`config.mk`:
```
export PLATFORM = sky130hd
export DESIGN_NAME = mem_dma
export DESIGN_NICKNAME = d
export VERILOG_FILES = /design/src/rtl/mem_dma_pkg.sv /design/src/rtl/mem_dma.sv
export SDC_FILE = /design/constraint.sdc
export NUM_CORES = 1
export LEC_CHECK = 0
export BUFFER_PORTS_ARGS = -buffer_cell sky130_fd_sc_hd__buf_2
export CAP_MARGIN = 20
export CORE_ASPECT_RATIO = 1.4
export CORE_MARGIN = 1.5
export CORE_UTILIZATION = 45
export CTS_CLUSTER_SIZE = 14
export DETAILED_ROUTE_END_ITERATION = 16
export PLACE_DENSITY = 0.7
export SETUP_SLACK_MARGIN = 0.5
export SKIP_CTS_REPAIR_TIMING = 1
export SYNTH_ARGS = -nofsm -noshare
export SYNTH_HDL_FRONTEND = slang
export SYNTH_SLANG_ARGS = --single-unit
```
`constraint.sdc`:
```
create_clock -name clk -period 4.16 [get_ports clk]
set_input_delay 0.624 -clock clk [delete_from_list [all_inputs] [get_ports clk]]
set_output_delay 0.624 -clock clk [all_outputs]
set_load 0.05 [all_outputs]
```
`src/rtl/mem_dma_pkg.sv`:
```
`default_nettype none
// ============================================================================
// Module   : mem_dma_pkg
// Purpose  : Shared types and constants for the mem_dma memory-port master.
// Revision : 1.0  initial release
// ============================================================================
package mem_dma_pkg;

    // Controller states; the width is fixed so encodings stay stable
    typedef enum logic [1:0] {
        IDLE  = 2'd0,
        READ  = 2'd1,
        WRITE = 2'd2,
        FIN   = 2'd3
    } dma_state_t;

    // Operation mode as latched from the mode input at start
    localparam logic MODE_COPY = 1'b0;
    localparam logic MODE_FILL = 1'b1;

endpackage
`default_nettype wire

```
`src/rtl/mem_dma.sv`:
```
`default_nettype none
// ============================================================================
// Module   : mem_dma
// Purpose  : Memory-port master that copies LEN words SRC->DST or fills DST
//            with a constant, one word per memory cycle. The memory writes
//            st_data to ram[addr] on every edge, so the bus is parked at the
//            hardwired-zero address when idle and reads echo ld_data back.
// Revision : 1.0  initial release
// ============================================================================
module mem_dma #(
    parameter int AW = 16,
    parameter int DW = 16,
    parameter int LW = 16
) (
    input  logic          clk,
    input  logic          rst_n,
    input  logic          start,
    input  logic          mode,
    input  logic [AW-1:0] src,
    input  logic [AW-1:0] dst,
    input  logic [LW-1:0] len,
    input  logic [DW-1:0] fill_val,
    input  logic          abort,
    output logic          busy,
    output logic          done,
    output logic          aborted,
    output logic [AW-1:0] mem_addr,
    output logic [DW-1:0] mem_wdat,
    input  logic [DW-1:0] mem_rdat
);

    import mem_dma_pkg::*;

    dma_state_t    r_state;
    dma_state_t    w_state_nxt;
    logic          r_mode;
    logic [AW-1:0] r_src;
    logic [AW-1:0] r_dst;
    logic [LW-1:0] r_cnt;
    logic [DW-1:0] r_fill;
    logic [DW-1:0] r_buf;
    logic          r_busy;
    logic          r_done;
    logic          r_aborted;

    assign busy    = r_busy;
    assign done    = r_done;
    assign aborted = r_aborted;

    // Next-state decode and the memory bus drive for the current state
    always_comb begin
        w_state_nxt = r_state;
        mem_addr    = '0;
        mem_wdat    = '0;
        case (r_state)
            IDLE: begin
                // abort in the same cycle as start suppresses the request
                if (start && !abort) begin
                    if (len == '0)
                        w_state_nxt = FIN;
                    else if (mode == MODE_FILL)
                        w_state_nxt = WRITE;
                    else
                        w_state_nxt = READ;
                end
            end
            READ: begin
                // echo the read data so the implicit memory write is harmless
                mem_addr    = r_src;
                mem_wdat    = mem_rdat;
                w_state_nxt = abort ? FIN : WRITE;
            end
            WRITE: begin
                mem_addr = r_dst;
                mem_wdat = (r_mode == MODE_FILL) ? r_fill : r_buf;
                if (abort || (r_cnt == LW'(1)))
                    w_state_nxt = FIN;
                else if (r_mode == MODE_FILL)
                    w_state_nxt = WRITE;
                else
                    w_state_nxt = READ;
            end
            FIN: begin
                w_state_nxt = IDLE;
            end
            default: begin
                w_state_nxt = IDLE;
            end
        endcase
    end

    // State, operand latches, pointers, counter and registered status flags
    always_ff @(posedge clk or negedge rst_n) begin
        if (!rst_n) begin
            r_state   <= IDLE;
            r_mode    <= MODE_COPY;
            r_src     <= '0;
            r_dst     <= '0;
            r_cnt     <= '0;
            r_fill    <= '0;
            r_buf     <= '0;
            r_busy    <= 1'b0;
            r_done    <= 1'b0;
            r_aborted <= 1'b0;
        end else begin
            r_state   <= w_state_nxt;
            r_busy    <= (w_state_nxt != IDLE);
            r_done    <= (w_state_nxt == FIN);
            r_aborted <= abort && ((r_state == READ) || (r_state == WRITE));
            case (r_state)
                IDLE: begin
                    if (start && !abort) begin
                        r_mode <= mode;
                        r_src  <= src;
                        r_dst  <= dst;
                        r_cnt  <= len;
                        r_fill <= fill_val;
                    end
                end
                READ: begin
                    r_buf <= mem_rdat;
                end
                WRITE: begin
                    // pointers wrap naturally at the top of the address space
                    r_dst <= r_dst + AW'(1);
                    if (r_mode == MODE_COPY)
                        r_src <= r_src + AW'(1);
                    // only reached with r_cnt >= 1, so this cannot underflow
                    r_cnt <= r_cnt - LW'(1);
                end
                default: begin
                end
            endcase
        end
    end

endmodule
`default_nettype wire

```
==> Word level (Yosys, flattened, before mapping) <==
Index checks and enable logic that the tools add are counted.
{ "op_classes": {"n_addsub": 3, "eq_ne": 7, "n_mux": 17, "n_reduce_logical": 12} }
{ "op_table": {"columns": ["operator", "count"], "rows": [
  ["$pmux W16 S2", 5],
  ["$mux W16", 5],
  ["$add A16 B1 Y16 const B", 2],
  ["$eq A16 B1 Y1 const B", 1],
  ["$logic_not A16 Y1", 1],
  ["$sub A16 B1 Y16 const B", 1],
  ["$mux W2", 5],
  ["$pmux W2 S4", 1],
  ["$eq A2 B2 Y1 const B", 3],
  ["$ne A2 B2 Y1 const B", 2],
  ["$reduce_and A2 Y1", 2],
  ["$reduce_bool A2 Y1", 2],
  ["$reduce_and A3 Y1", 1],
  ["$eq A2 B1 Y1 const B", 1],
  ["$logic_and A1 B1 Y1", 2],
  ["$logic_not A2 Y1", 1],
  ["$logic_or A1 B1 Y1", 2],
  ["$logic_not A1 Y1", 1],
  ["$mux W1", 1]
]} }
{ "word_totals": {"in_bits": 85, "regBits": 86, "wordCells": 49} }

==> Depth between registers and ports, before layout <==
{ "depth": {"ltp_word": 5, "ltp_mapped": 8} }

==> Worst setup path before layout <==
OpenSTA, ideal clock, no wires.
{ "synth_path": {"path_type": "flip-flop to output port", "from": "register r_state[0]", "to": "output port mem_addr[13]", "t_arrival_ps": 2686, "path_buffers": 3, "required_ps": 3536, "path_slack_ps": 850, "path_stages_with_launch": 8, "cell_sequence": "dfrtp_1 > inv_1 > ha_1 > clkbuf_1 > clkbuf_1 > buf_1 > nand2_1 > a21boi_0"} }
{ "synth_via": {"elab_chain_cells": 2, "elab_cells_between_ends": 3} }
{ "synth_rtl": {"columns": ["element", "line", "rtl"], "rows": [
  ["start, declared", "mem_dma.sv:34", "dma_state_t r_state;"],
  ["start signal, assigned", "mem_dma.sv:106", "r_state <= w_state_nxt;"],
  ["$eq A2 B2 Y1 / $eq A2 B1 Y1 (equally long branches)", "mem_dma.sv:55", "case (r_state)"],
  ["$pmux W16 S2 (*)", "mem_dma.sv:55", null],
  ["end, declared", "mem_dma.sv:27", "output logic [AW-1:0] mem_addr,"]
]} }
Every way passes the cells marked *; elsewhere a longest branch is shown, timed or not.

==> Worst setup path in the final report <==
{ "layout_path": {"from": "register r_state[1]", "to": "output port mem_wdat[15]"} }
{ "layout_via": {"elab_chain_cells": 2, "elab_cells_between_ends": 3} }
{ "layout_rtl": {"columns": ["element", "line", "rtl"], "rows": [
  ["$eq A2 B2 Y1 / $eq A2 B1 Y1 (equally long branches)", "mem_dma.sv:55", null],
  ["$pmux W16 S2 (*)", "mem_dma.sv:55", null],
  ["end, declared", "mem_dma.sv:28", "output logic [DW-1:0] mem_wdat,"]
]} }
Marks and branches as above.

==> metrics.md <==
| Metric | Value |
|---|---|
| Required time of the critical path | `3.54 ns` |
| CP arrival | `roughly 2.5 ns` |
| Post-synth EDFFs | `0` |
| Die Wd | `98.0 µm` |
| Synth Area in Compound Gates | `26.3%` |
| Clk root buf | `clkbuf_16` |
| Peak supply drop | `449 µV` |
| # fillers | `1,178` |
| Max-slew violation count | `0` |
| Mux share of post-synthesis cell area | `3.45%` |
| Share of cells above drive strength 1 | `20.8%` |
| Final hold viol count | `0` |
| Max Cap Violations | `0` |
| Distinct cells, synth | `60` |
| Syn Inst Count | `713` |
| # IOs | `120` |
| Sequential cell area | `0.00215 mm²` |
| TritonCTS clock tree | `done` |
| Buffers and inverters on the worst path | `2` |
| Die height | `roughly 140 µm` |
| FMAX | `~0.32 GHz` |
| Leading cell type in the layout, fill and taps excluded | `nand2_1` |
| Asr flop ratio synth | `100%` |
| Worst-skew pair later-pin latency | `approximately 0.34 ns` |
| Port-buffer cells | `about 120` |
| Netlist Area Pre-Place | `about 0.0057 mm²` |
| Routed vias | `between 5,000 and 6,000` |
| CP Class | `register to primary output` |
| TritonCTS buffer count | `9` |
| Fin Setup TNS | `0 ns` |
| Crit-path max cell delay | `0.86 ns` |
| Vias in the first global route | `5,663` |
| Routability Congestion | `0.895` |
| Largest net degree at the start of global routing | `61` |
| Status | `completed` |
| Antenna Nets Post-Route | `0` |
| Reg2Reg Launch Point | `r_state[0]` |
| CP Capture Type | `primary output` |
| Yosys warning total | `0` |
| Yosys reg bits | `86` |
| Final #Nets | `889` |
| Row count | `48` |
| Commonest non-fill, non-tap cells in the layout | `nand2_1 (123), buf_2 (118), dfrtp_1 (86), o21ai_0 (62), inv_1 (43)` |
| CTS Sinks | `86` |
| Most used flip-flop cell after synthesis | `dfrtp_1` |
| Mean Syn Cell Area | `around 8 µm²` |
| GRT Overall Usage | `about 26%` |
| Crit path time final | `3.12 ns` |
| Seq/Total Area, Yosys | `37.8%` |
| Overflow left after global routing | `0` |
| Crit path cell chain | `inv_1 > ha_2 > nand2_1 > a21boi_0 > buf_2` |
| Pleak | `2.93 nW` |
| Diodes inserted | `0` |
| Clock Path Buffers | `2` |
| Drt pass-1 iters | `5` |
| Crit. Startpoint | `r_state[1]` |
| DR WL/cell | `17.9 µm` |
| Initial Utilization | `around 46%` |
| DRT iter0 DRCs | `487` |
| Pwr per Cell Area | `900 mW/mm²` |
| Pwr Total | `5.99 mW` |
| Hold crit path type | `input port to async pin` |
| Syn_nets | `806` |
| Core area | `0.0123 mm²` |
| Global-route wire length before repair | `between 20,000 and 30,000 µm` |
| Vias/cell | `roughly 6.1` |
| CP Max Fanout | `51` |
| Clk slew on worst S/H paths | `about 0.060 ns` |
| Setup Viol. Count Final | `0` |
| WL final | `approximately 17,000 µm` |
| Die area | `approximately 0.013 mm²` |
| Worst-margin pin slew | `1.02 ns` |
| P&R area growth vs syn | `17.1%` |
| Final Util | `a little over half` |
| Crit path max-delay family | `adder cells` |
| Multi-input logic area | `0.00314 mm²` |
| Initial antenna violation count | `0` |
| Dpl hpwl | `11,700 µm` |
| DRC Markers | `0` |
| Largest family of logic cells by synthesized area | `compound AO/OA/AOI/OAI gates` |
| Startpoint Class | `register` |
| Simple-gate share of the synthesized area | `23.5%` |
| Relative slew slack | `32.2%` |
| Clock Skew | `about 0.0066 ns` |
| Final worst path period share | `74.9%` |
| RSZ-0062 raised after global routing | `false` |
| Post-Synth XOR/XNOR Area | `0%` |
| Adder-cell share of the synthesized area | `between 1.5 and 2%` |
| H-tree depth | `3` |
| Critical-path top delay cell | `ha_2` |
-- flip-flops by register name, indices dropped and copies added (netlist names) --
signal   count
r_mode       1
r_state      2
r_src       16
busy         1
aborted      1
r_dst       16
r_cnt       16
r_fill      16
done         1
r_buf       16
-- stage by stage --
step | cell area, µm² | worst slack [ns] | instances | hold slack [ns]
2_1_floorplan | 5690 | 0.850 | 713 | 0.328
3_3_place_gp | 6310 | 1.47 | 934 | 0.457
3_5_place_dp | 6310 | 1.44 | 934 | 0.465
4_1_cts | 6640 | 1.06 | 950 | 0.397
5_1_grt | 6660 | 0.887 | 951 | 0.425
6_report | 6660 | 1.04 | 951 | 0.375
-- per-layer routing --
metal / vias up / track usage, % / wire length (µm)
li1: 2751 / - / -
met1: 2743 / 32.1 / 7000
met2: 244 / 43.3 / 8300
met3: 41 / 5.86 / 1210
met4: 0 / 11.8 / 565
met5: - / 0 / 0
-- cells in the mapped netlist, types with 5 or more instances --
library cell / instances / area (µm²)
a21boi_0: 18 / 135
a21oi_1: 37 / 185
a22oi_1: 20 / 150
a31oi_1: 14 / 87.6
and2_1: 6 / 37.5
clkbuf_1: 47 / 176
dfrtp_1: 86 / 2150
ha_1: 8 / 100
inv_1: 43 / 161
mux2_2: 5 / 56.3
mux2i_1: 14 / 140
nand2_1: 123 / 462
nand3_1: 14 / 70.1
nand4_1: 12 / 75.1
nand4b_1: 5 / 43.8
nor2_1: 34 / 128
nor2b_1: 17 / 106
nor3_1: 15 / 75.1
nor4_1: 15 / 93.8
o211ai_1: 11 / 82.6
o21ai_0: 62 / 310
o22a_1: 12 / 105
o22ai_1: 25 / 156
o311a_1: 6 / 60.1
-- cell type report --
class,instances,area share (%)
inverter,43,2.42
multi-input combinational,527,47.2
clock inverter,6,1.43
sequential,86,32.3
timing repair buffer,129,10.4
clock buffer,10,3.44
tap,150,2.82
-- final timing paths --
path	cells past startpoint	slack (ns)	to
max	5	1.04	mem_wdat[15]
min	1	0.37	r_cnt[6]
max reg2reg	5	1.37	r_src[2]
min reg2reg	2	0.47	r_fill[15]
max in group asynchronous	2	2.90	r_src[10]
min in group clk	3	0.46	r_fill[3]
-- worst reg2reg max path: stages (launching register included) --
cell	delay [ns]
dfrtp_1	0.38
inv_1	0.17
ha_1	0.48
buf_4	0.44
nand2_1	0.65
o221a_2	0.56
-- where the power goes --
part           internal (mW)  total (mW)  switching, mW
Combinational           1.16        3.42           2.26
Clock                  0.532       0.882          0.350
Sequential              1.24        1.69          0.457
Total                   2.93        5.99           3.07
-- cell families (layout without fill, tap and decap cells) --
kind of cell / after synthesis / count (layout)
buffers and inverters: 100 / 188
AO/OA/AOI/OAI: 230 / 230
flip-flops: 86 / 86
multiplexers: 19 / 19
AND/OR/NAND/NOR: 270 / 270
adder cells (fa/ha/maj): 8 / 8
(Power assumes the default switching activity.)
